--- src/rtl/pet_stat_engine.sv ---
// pet_stat_engine
//   Virtual-pet statistics core. A prescaler turns the system clock into a
//   slow tick. Every DECAY_TICKS ticks, all stats drop by one. Refill pulses
//   raise individual stats. The pet's overall condition is tracked as
//   OK / NEEDY / CRITICAL / DEAD. DEAD is sticky until reset.
//
// Ports
//   Clk        in   system clock, rising edge
//   Rst        in   synchronous active-high reset
//   refill     in   [NUM_STATS] one-cycle refill pulses, bit i -> stat i
//   test_mode  in   level, selects the shorter TEST_DIV prescale
//   stat_vals  out  [NUM_STATS*STAT_W] packed stats, stat i at [i*STAT_W +: STAT_W]
//   low_flags  out  [NUM_STATS] stat i <= LOW_THR
//   pet_state  out  [2] 00 OK, 01 NEEDY, 10 CRITICAL, 11 DEAD (state register)
//   tick       out  one-cycle pulse per prescaler wrap
module pet_stat_engine #(
  parameter int NUM_STATS   = 5,
  parameter int STAT_W      = 3,
  parameter int TICK_DIV    = 50_000_000,
  parameter int TEST_DIV    = 5_000_000,
  parameter int DECAY_TICKS = 10,
  parameter int INC_STEP    = 2,
  parameter int LOW_THR     = 2,
  parameter int DEAD_TICKS  = 8
) (
  input  logic                          Clk,
  input  logic                          Rst,
  input  logic [NUM_STATS-1:0]          refill,
  input  logic                          test_mode,
  output logic [NUM_STATS*STAT_W-1:0]   stat_vals,
  output logic [NUM_STATS-1:0]          low_flags,
  output logic [1:0]                    pet_state,
  output logic                          tick
);

  localparam int PW_RAW = (TICK_DIV > TEST_DIV) ? $clog2(TICK_DIV) : $clog2(TEST_DIV);
  localparam int PW     = (PW_RAW < 1) ? 1 : PW_RAW;
  localparam int DW_RAW = $clog2(DECAY_TICKS);
  localparam int DW     = (DW_RAW < 1) ? 1 : DW_RAW;
  localparam int ZW_RAW = $clog2(DEAD_TICKS);
  localparam int ZW     = (ZW_RAW < 1) ? 1 : ZW_RAW;
  localparam int MAX    = (1 << STAT_W) - 1;

  typedef enum logic [1:0] {
    ST_OK    = 2'b00,
    ST_NEEDY = 2'b01,
    ST_CRIT  = 2'b10,
    ST_DEAD  = 2'b11
  } state_t;

  state_t              r_state, w_state_nxt;
  logic [PW-1:0]       r_presc;
  logic                r_tick;
  logic                r_tm_prev;
  logic [DW-1:0]       r_dcnt;
  logic [ZW-1:0]       r_zcnt;
  logic [STAT_W-1:0]   r_stat     [NUM_STATS];
  logic [STAT_W-1:0]   w_stat_nxt [NUM_STATS];
  logic [PW-1:0]       w_div_m1;
  logic                w_dead;
  logic                w_decay;
  logic                w_any_zero;
  logic                w_nxt_zero;
  logic                w_nxt_low;
  logic                w_die;
  int                  w_sum;

  assign w_dead   = (r_state == ST_DEAD);
  assign w_div_m1 = test_mode ? PW'(TEST_DIV - 1) : PW'(TICK_DIV - 1);
  // Decay event coincides with the tick that wraps the decay counter.
  assign w_decay  = r_tick && !w_dead && (r_dcnt == DW'(DECAY_TICKS - 1));
  // Death fires on the tick that would bring the zero counter to DEAD_TICKS.
  assign w_die    = r_tick && !w_dead && w_any_zero && (r_zcnt == ZW'(DEAD_TICKS - 1));

  // Prescaler and tick. A test_mode change restarts the count silently.
  always_ff @(posedge Clk) begin
    if (Rst) begin
      r_presc   <= '0;
      r_tick    <= 1'b0;
      r_tm_prev <= test_mode;
    end else begin
      r_tm_prev <= test_mode;
      if (test_mode != r_tm_prev) begin
        r_presc <= '0;
        r_tick  <= 1'b0;
      end else if (r_presc == w_div_m1) begin
        r_presc <= '0;
        r_tick  <= 1'b1;
      end else begin
        r_presc <= r_presc + PW'(1);
        r_tick  <= 1'b0;
      end
    end
  end

  // Decay and zero counters, both frozen once dead.
  always_ff @(posedge Clk) begin
    if (Rst) begin
      r_dcnt <= '0;
      r_zcnt <= '0;
    end else if (!w_dead) begin
      if (r_tick) begin
        r_dcnt <= (r_dcnt == DW'(DECAY_TICKS - 1)) ? '0 : r_dcnt + DW'(1);
      end
      if (!w_any_zero) begin
        r_zcnt <= '0;
      end else if (r_tick) begin
        r_zcnt <= r_zcnt + ZW'(1);
      end
    end
  end

  // Next stat values: refill and decay combine before clamping, so the
  // intermediate sum is computed in int width and cannot overflow.
  always_comb begin
    w_sum      = 0;
    w_any_zero = 1'b0;
    w_nxt_zero = 1'b0;
    w_nxt_low  = 1'b0;
    for (int i = 0; i < NUM_STATS; i++) begin
      w_stat_nxt[i] = r_stat[i];
      w_any_zero    = w_any_zero | (r_stat[i] == '0);
      if (!w_dead) begin
        w_sum = int'(r_stat[i]) + (refill[i] ? INC_STEP : 0) - (w_decay ? 1 : 0);
        if (w_sum < 0)        w_stat_nxt[i] = '0;
        else if (w_sum > MAX) w_stat_nxt[i] = STAT_W'(MAX);
        else                  w_stat_nxt[i] = STAT_W'(w_sum);
      end
      w_nxt_zero = w_nxt_zero | (w_stat_nxt[i] == '0);
      w_nxt_low  = w_nxt_low  | (int'(w_stat_nxt[i]) <= LOW_THR);
    end
  end

  always_ff @(posedge Clk) begin
    for (int i = 0; i < NUM_STATS; i++) begin
      if (Rst) r_stat[i] <= STAT_W'(MAX);
      else     r_stat[i] <= w_stat_nxt[i];
    end
  end

  // Condition FSM. Classified from the next stat values so that pet_state
  // always agrees with stat_vals in the same cycle.
  always_comb begin
    w_state_nxt = r_state;
    if (w_dead || w_die)  w_state_nxt = ST_DEAD;
    else if (w_nxt_zero)  w_state_nxt = ST_CRIT;
    else if (w_nxt_low)   w_state_nxt = ST_NEEDY;
    else                  w_state_nxt = ST_OK;
  end

  always_ff @(posedge Clk) begin
    if (Rst) r_state <= ST_OK;
    else     r_state <= w_state_nxt;
  end

  always_comb begin
    stat_vals = '0;
    low_flags = '0;
    for (int i = 0; i < NUM_STATS; i++) begin
      stat_vals[i*STAT_W +: STAT_W] = r_stat[i];
      low_flags[i] = (int'(r_stat[i]) <= LOW_THR);
    end
  end

  assign pet_state = r_state;
  assign tick      = r_tick;

endmodule

--- config.mk ---
export PLATFORM = sky130hd
export DESIGN_NAME = pet_stat_engine
export DESIGN_NICKNAME = d
export VERILOG_FILES = /design/src/rtl/pet_stat_engine.sv
export SDC_FILE = /design/constraint.sdc
export NUM_CORES = 1
export LEC_CHECK = 0
export ABC_CLOCK_PERIOD_IN_PS = 3200
export BUFFER_PORTS_ARGS = -buffer_cell sky130_fd_sc_hd__clkbuf_2
export CORE_UTILIZATION = 47
export CTS_CLUSTER_SIZE = 25
export DETAILED_ROUTE_END_ITERATION = 10
export PLACE_DENSITY = 0.68
export SLEW_MARGIN = 20
export SYNTH_ARGS = -nofsm -noshare
export SYNTH_HDL_FRONTEND = slang
export SYNTH_SLANG_ARGS = --single-unit
--- constraint.sdc ---
create_clock -name Clk -period 3.2 [get_ports Clk]
set_input_delay 0.64 -clock Clk [delete_from_list [all_inputs] [get_ports Clk]]
set_output_delay 0.64 -clock Clk [all_outputs]
set_load 0.01 [all_outputs]
# After elaboration in Yosys (flattened, before gate mapping)
# Memory sizes are Yosys's and may differ from the RTL's.
# Index checks and enable logic that the tools add are counted.
# word_totals
regBits,37
ram_bits,15
out_inout_bits,23
mem_count,1
# classes
addsub,13
order_cmp,20
eq_ne,6
n_mux,37
n_bitwise,18
n_reduce_logical,20
# mem_list
memory,depth,width,rd,rd_ports_with_merged_regs,write_ports,line,rtl
r_stat,5,3,5,0,5,57,logic [STAT_W-1:0] r_stat [NUM_STATS];
# op_table
cell,count
$gt 32x4->1 const B,4
$lt 32x1->1 const B,4
$sub 5x32->32,4
$mux 3,22
$le 3x2->1 const B,10
$logic_not 3->1,10
$add 26x1->26 const B,1
$eq 26x26->1,1
$mux 26,1
$add 3x2->4,5
$or 1x1->1,17
$mux 2,7
$mux 1,6
$gt 5x4->1 const B,1
$lt 5x1->1 const B,1
$sub 4x1->5,1
$add 4x1->4 const B,1
$eq 4x4->1 const B,1
$logic_and 1x1->1,4
$mux 4,1
$reduce_and 2->1,2
$add 3x1->3 const B,1
$eq 3x3->1 const B,1
$reduce_or 3->1,1
other kinds (7),7

# Logic depth before layout (Yosys ltp)
# depth
word_depth,18
ltp_mapped,13
mapped_depth_nobuf,13

# Worst setup path after synthesis
# Ideal clock, no wire load.
# synth_path
path_kind,register -> register
from,register r_state[0] (netlist: pet_state[0])
to,register r_state[0] (netlist: pet_state[0])
setup_ns,0.095
arrival_time_ns,2.951
required_ns,3.105
path_slack_ns,0.154
stages_incl_launch_ff,14
n_path_buf,0
synth_period_minus_slack_ns,3.046
cell_sequence,dfxtp_1 -> nand2_1 -> nand3_1 -> nor3b_1 -> ha_1 -> inv_1 -> ha_1 -> fa_1 -> xor2_1 -> nand3_1 -> a31oi_1 -> nor3_1 -> and4_1 -> a221oi_1
# synth_via
elab_chain_len,18
# synth_lines
item,line,rtl
"start, declared",51,"state_t r_state, w_state_nxt;"
"start signal, assigned",153,else r_state <= w_state_nxt;
$eq 2x2->1 (*),68,assign w_dead = (r_state == ST_DEAD);
$logic_not 1->1,--,
$logic_and 1x1->1,"71, 73",
$logic_and 1x1->1,71,assign w_decay = r_tick && !w_dead && (r_dcnt == DW'(DECAY_TICKS - 1));
$mux 1,124,w_sum = int'(r_stat[i]) + (refill[i] ? INC_STEP : 0) - (w_decay ? 1 : 0);
$sub 5x32->32,124,
$gt 32x4->1,126,else if (w_sum > MAX) w_stat_nxt[i] = STAT_W'(MAX);
$mux 3,126,
$mux 3,125,if (w_sum < 0) w_stat_nxt[i] = '0;
$mux 3,123,if (!w_dead) begin
$le 3x2->1,130,w_nxt_low = w_nxt_low | (int'(w_stat_nxt[i]) <= LOW_THR);
$or 1x1->1 (4 in series),130,
$mux 1,147,else if (w_nxt_low) w_state_nxt = ST_NEEDY;
$mux 2,146,else if (w_nxt_zero) w_state_nxt = ST_CRIT;
$mux 2 (*),145,if (w_dead || w_die) w_state_nxt = ST_DEAD;
# Mark *: on every way between the ends. The rest lies on a longest branch, timed or not.
# A chain may end at the register's enable or synchronous reset.

# Worst setup path in the final report
# layout_path
from,register r_state[0] (netlist: pet_state[0])
to,register r_state[1] (netlist: pet_state[1])
# layout_via
elab_chain_len,17
# layout_lines
item,line,rtl
$eq 2x2->1 (*),68,
$logic_not 1->1,--,
$logic_and 1x1->1,"71, 73",
$logic_and 1x1->1,71,
$mux 1,124,
$sub 5x32->32,124,
$gt 32x4->1,126,
$mux 3,126,
$mux 3,125,
$mux 3,123,
$logic_not 3->1,129,w_nxt_zero = w_nxt_zero | (w_stat_nxt[i] == '0);
$or 1x1->1 (4 in series),129,
$mux 2,146,
$mux 2 (*),145,
# Marked as above.

==> results.md <==
* Cells on worst reg2reg path at 13
* Fin crit share at approximately 90%
* Per-cell routed wire length at around 13 um
* Main synth FF type: dfxtp_1
* Cells after synthesis at between 300 and 400
* Crit-path slowest cell: a21boi_0
* Crit-path cells: nand2_1 > nand3_1 > nor3b_2 > buf_4 > ha_1 > nor3b_1 > ha_1 > a21boi_0 > a311oi_1 > a21oi_1 > nand3_1 > and4_1 > a21oi_1
* Compound-Gate Fraction of Synth Area at a little under an eighth
* Antenna Cells at 0
* Ports at 31
* Drc violations at 0
* DRT antenna net count at 0
* Drt first pass iters at 4
* Tot GR Track Use at 18.05%
* Post-synthesis adder-cell area fraction at 13.68%
* Dpl cell area at 0.003343 sq mm
* Buf+Inv Stages, Crit Path at 1
* Crit-path max cell delay at about 0.34 ns
* Max IR drop VDD at ~0.00021 V
* Hold WC Path Type: reg2reg
* Number of setup buffers added after CTS at 0
* TritonCTS clock tree: built
* Crit path max-delay family: simple AND/OR/NAND/NOR gates
* Fin area at around 0.0034 sq mm
* Fraction of layout cells with a size suffix above 1 at between 10 and 15%
* Status: complete, no violations
* Worst hold slack at approximately 0.48 ns
* Startpoint class of the critical path: flop
* Port bufs at 30
* Pin slew with the least headroom to its limit at approximately 0.7 ns
* Max Slew Vio Count at 0
* Die Span Y at between 80 and 90 um
* Mean Syn Cell Area at 8.570 sq um
* Synth warnings at 0
* Num rows at 29
* CTS sink cnt at 52
* Root buffer cell: clkbuf_8
* Arrival @ worst endpoint at about 3.1 ns
* Async S/R FF share, synth at 0%
* Worst setup endpoint: pet_state[1]
* CP startpoint: pet_state[0]
* Critical path class: reg2reg
* Post-Synth XOR/XNOR Area at 8.680%
* Final setup violation count at 0
* Fin worst setup slack at 0.3172 ns
* Final wirelength at roughly 6.0 mm
* Worst slack at placement at around 0.22 ns
* Cell Area, Synth at 0.003128 sq mm
* Via count at 2578
* Maximum fanout along the worst path at 4
* Max frequency at about 0.35 GHz
* FF-to-FF End: pet_state[1]
* Endpoints failing hold at 0
* H-tree lvl count at 2
* R2R setup slack at 0.32 ns
* Tmin final at ~2.9 ns
* Netlist cell types at between 40 and 50
* FF-to-FF Start: pet_state[0]
* CTS Buf Count at 5
* Final GP Congestion at 0.8074
* Max-capacitance violation count at 0
* Clk buf depth at 2
* Initial Utilization at between 40% and 50%
* Grt total ovfl at 0
* Iter 0 DRT Violations at about 160
* Worst skew pair latency at ~0.3 ns
* Critical path capture point type: flop
* Unrepaired setup endpoints after global routing: false
* EDFF count, synth at 0
* Largest net degree at the start of global routing at 26
* Mux contribution to synthesized area at 0.6400%
* Cell Pwr Density at roughly 370 mW/mm^2
* Vias in the first global route at between 2k and 2.5k
* Die W at 83.58 um
* Area Growth Syn to Fin at 10.08%
* Lkg Pwr at roughly 0.0015 uW
* Vias per std cell at ~5.4
* Number of antenna violations at the first check in global routing at 0
* Register bit total from synthesis at 52
* Crit path depth at 13
* CORE AREA at around 0.0064 sq mm
* Net Count, Synth at 406
* Required time worst endpoint at roughly 3.4 ns
* Clk_skew at 0.007047 ns
* Seq/Total Area, Yosys at 33.28%
* Worst slew margin relative to its limit at a little over half
* Synth Area in Simple Gates at ~25%
* Die ar. at 0.006986 sq mm
* Clock Pin Slew Worst Setup and Hold Paths at ~0.1 ns
* Final setup TNS at 0 ns
* Dpl hpwl at ~4.6 mm
* Post-layout net count at between 400 and 500
* Main combinational cell family by area after synthesis: simple AND/OR/NAND/NOR gates
* Global-route wire length before repair at about 11 mm
==> cells by family (layout without fill, tap and decap cells) <==
kind of cell               count (synthesis)  in the layout
AOI/OAI and AO/OA                         53             53
xor gates and xnor gates                  31             31
adders and majority gates                 33             33
buffers and inverters                     41             76
DFF                                       52             52
muxes                                      2              2
and+or+nand+nor                          153            153
==> flip-flops by register name, summed over array words and instances, names as in the netlist <==
register,count
r_zcnt,3
r_presc,26
tick,1
r_stat,15
r_tm_prev,1
r_dcnt,4
pet_state,2
==> Yosys cell counts, types with 8 or more instances <==
| master | count | area, sq um |
|---|---|---|
| a21oi_1 | 17 | 85.08 |
| a22oi_1 | 8 | 60.06 |
| ha_1 | 31 | 387.9 |
| nand2_1 | 21 | 78.83 |
| nand4_1 | 9 | 56.30 |
| nand2b_1 | 12 | 75.07 |
| nor2_1 | 44 | 165.2 |
| xor2_1 | 24 | 210.2 |
| dfxtp_1 | 52 | 1041 |
| nor3_1 | 12 | 60.06 |
| nand3_1 | 23 | 115.1 |
| inv_1 | 32 | 120.1 |
==> per-stage QoR <==
| stage | util (%) | total power (uW) | cells |
|---|---|---|---|
| finish | 53.92 | 1264 | 477 |
| global route | 53.92 | 1334 | 477 |
| CTS | 53.76 | 1279 | 477 |
| detailed placement | 52.35 | 901.4 | 469 |
| global placement | 52.35 | 898.0 | 469 |
| floorplan | - | 851.8 | 365 |
==> how the worst min path moves through the flow <==
stage / from / end / slack (ns) / cells after the start
finish: r_presc[0] / r_presc[0] / 0.48 / 1
global route: test_mode / r_tm_prev / 0.51 / 1
CTS: r_presc[0] / r_presc[0] / 0.48 / 1
detailed placement: r_presc[0] / r_presc[0] / 0.46 / 1
global placement: r_presc[0] / r_presc[0] / 0.45 / 1
floorplan: r_presc[0] / r_presc[0] / 0.43 / 1
==> layout make-up <==
class	instances	area, sq um
Clock buffer	5	68.82
Clock inverter	3	21.27
Fill cell	605	2943
Inverter	32	120.1
Multi-Input combinational cell	272	1901
Sequential cell	52	1041
Tap cell	77	96.34
Timing Repair Buffer	36	195.2
==> timing repair <==
| action | in CTS | in global routing |
|---|---|---|
| endpoints found under the setup margin | 0 | 2 |
| gates resized for setup | 0 | 3 |
| hold buffers | 0 | 0 |
==> per-layer routing <==
| metal | GRT usage (%) | vias up | share of wire (%) |
|---|---|---|---|
| li1 | - | 1346 | - |
| met1 | 27.88 | 1184 | 53 |
| met2 | 25.87 | 44 | 42 |
| met3 | 2.868 | 4 | 3.5 |
| met4 | 4.622 | 0 | 0.80 |
| met5 | 0 | - | 0 |
==> where the power goes <==
group | internal [uW] | switching (uW)
Combinational | 87.6 | 113
Sequential | 664 | 23.0
Clock | 156 | 220
==> cell usage in the layout, fill, tap and decap left out, types with 3 or more instances in the layout <==
cell,synthesis,final
a21boi_0,4,3
a21oi_1,17,17
a221o_1,6,6
a22oi_1,8,8
a311oi_1,3,3
a31oi_1,3,3
and3_1,3,3
and4_1,4,4
buf_4,0,6
clkbuf_2,0,30
clkbuf_8,0,5
dfxtp_1,52,52
ha_1,31,31
inv_1,32,32
nand2_1,21,21
nand2b_1,12,12
nand3_1,23,23
nand4_1,9,9
nor2_1,44,44
nor3_1,12,12
nor3b_1,5,3
o21ai_0,4,4
xnor2_1,7,7
xor2_1,24,24
(Power assumes the default switching activity.)
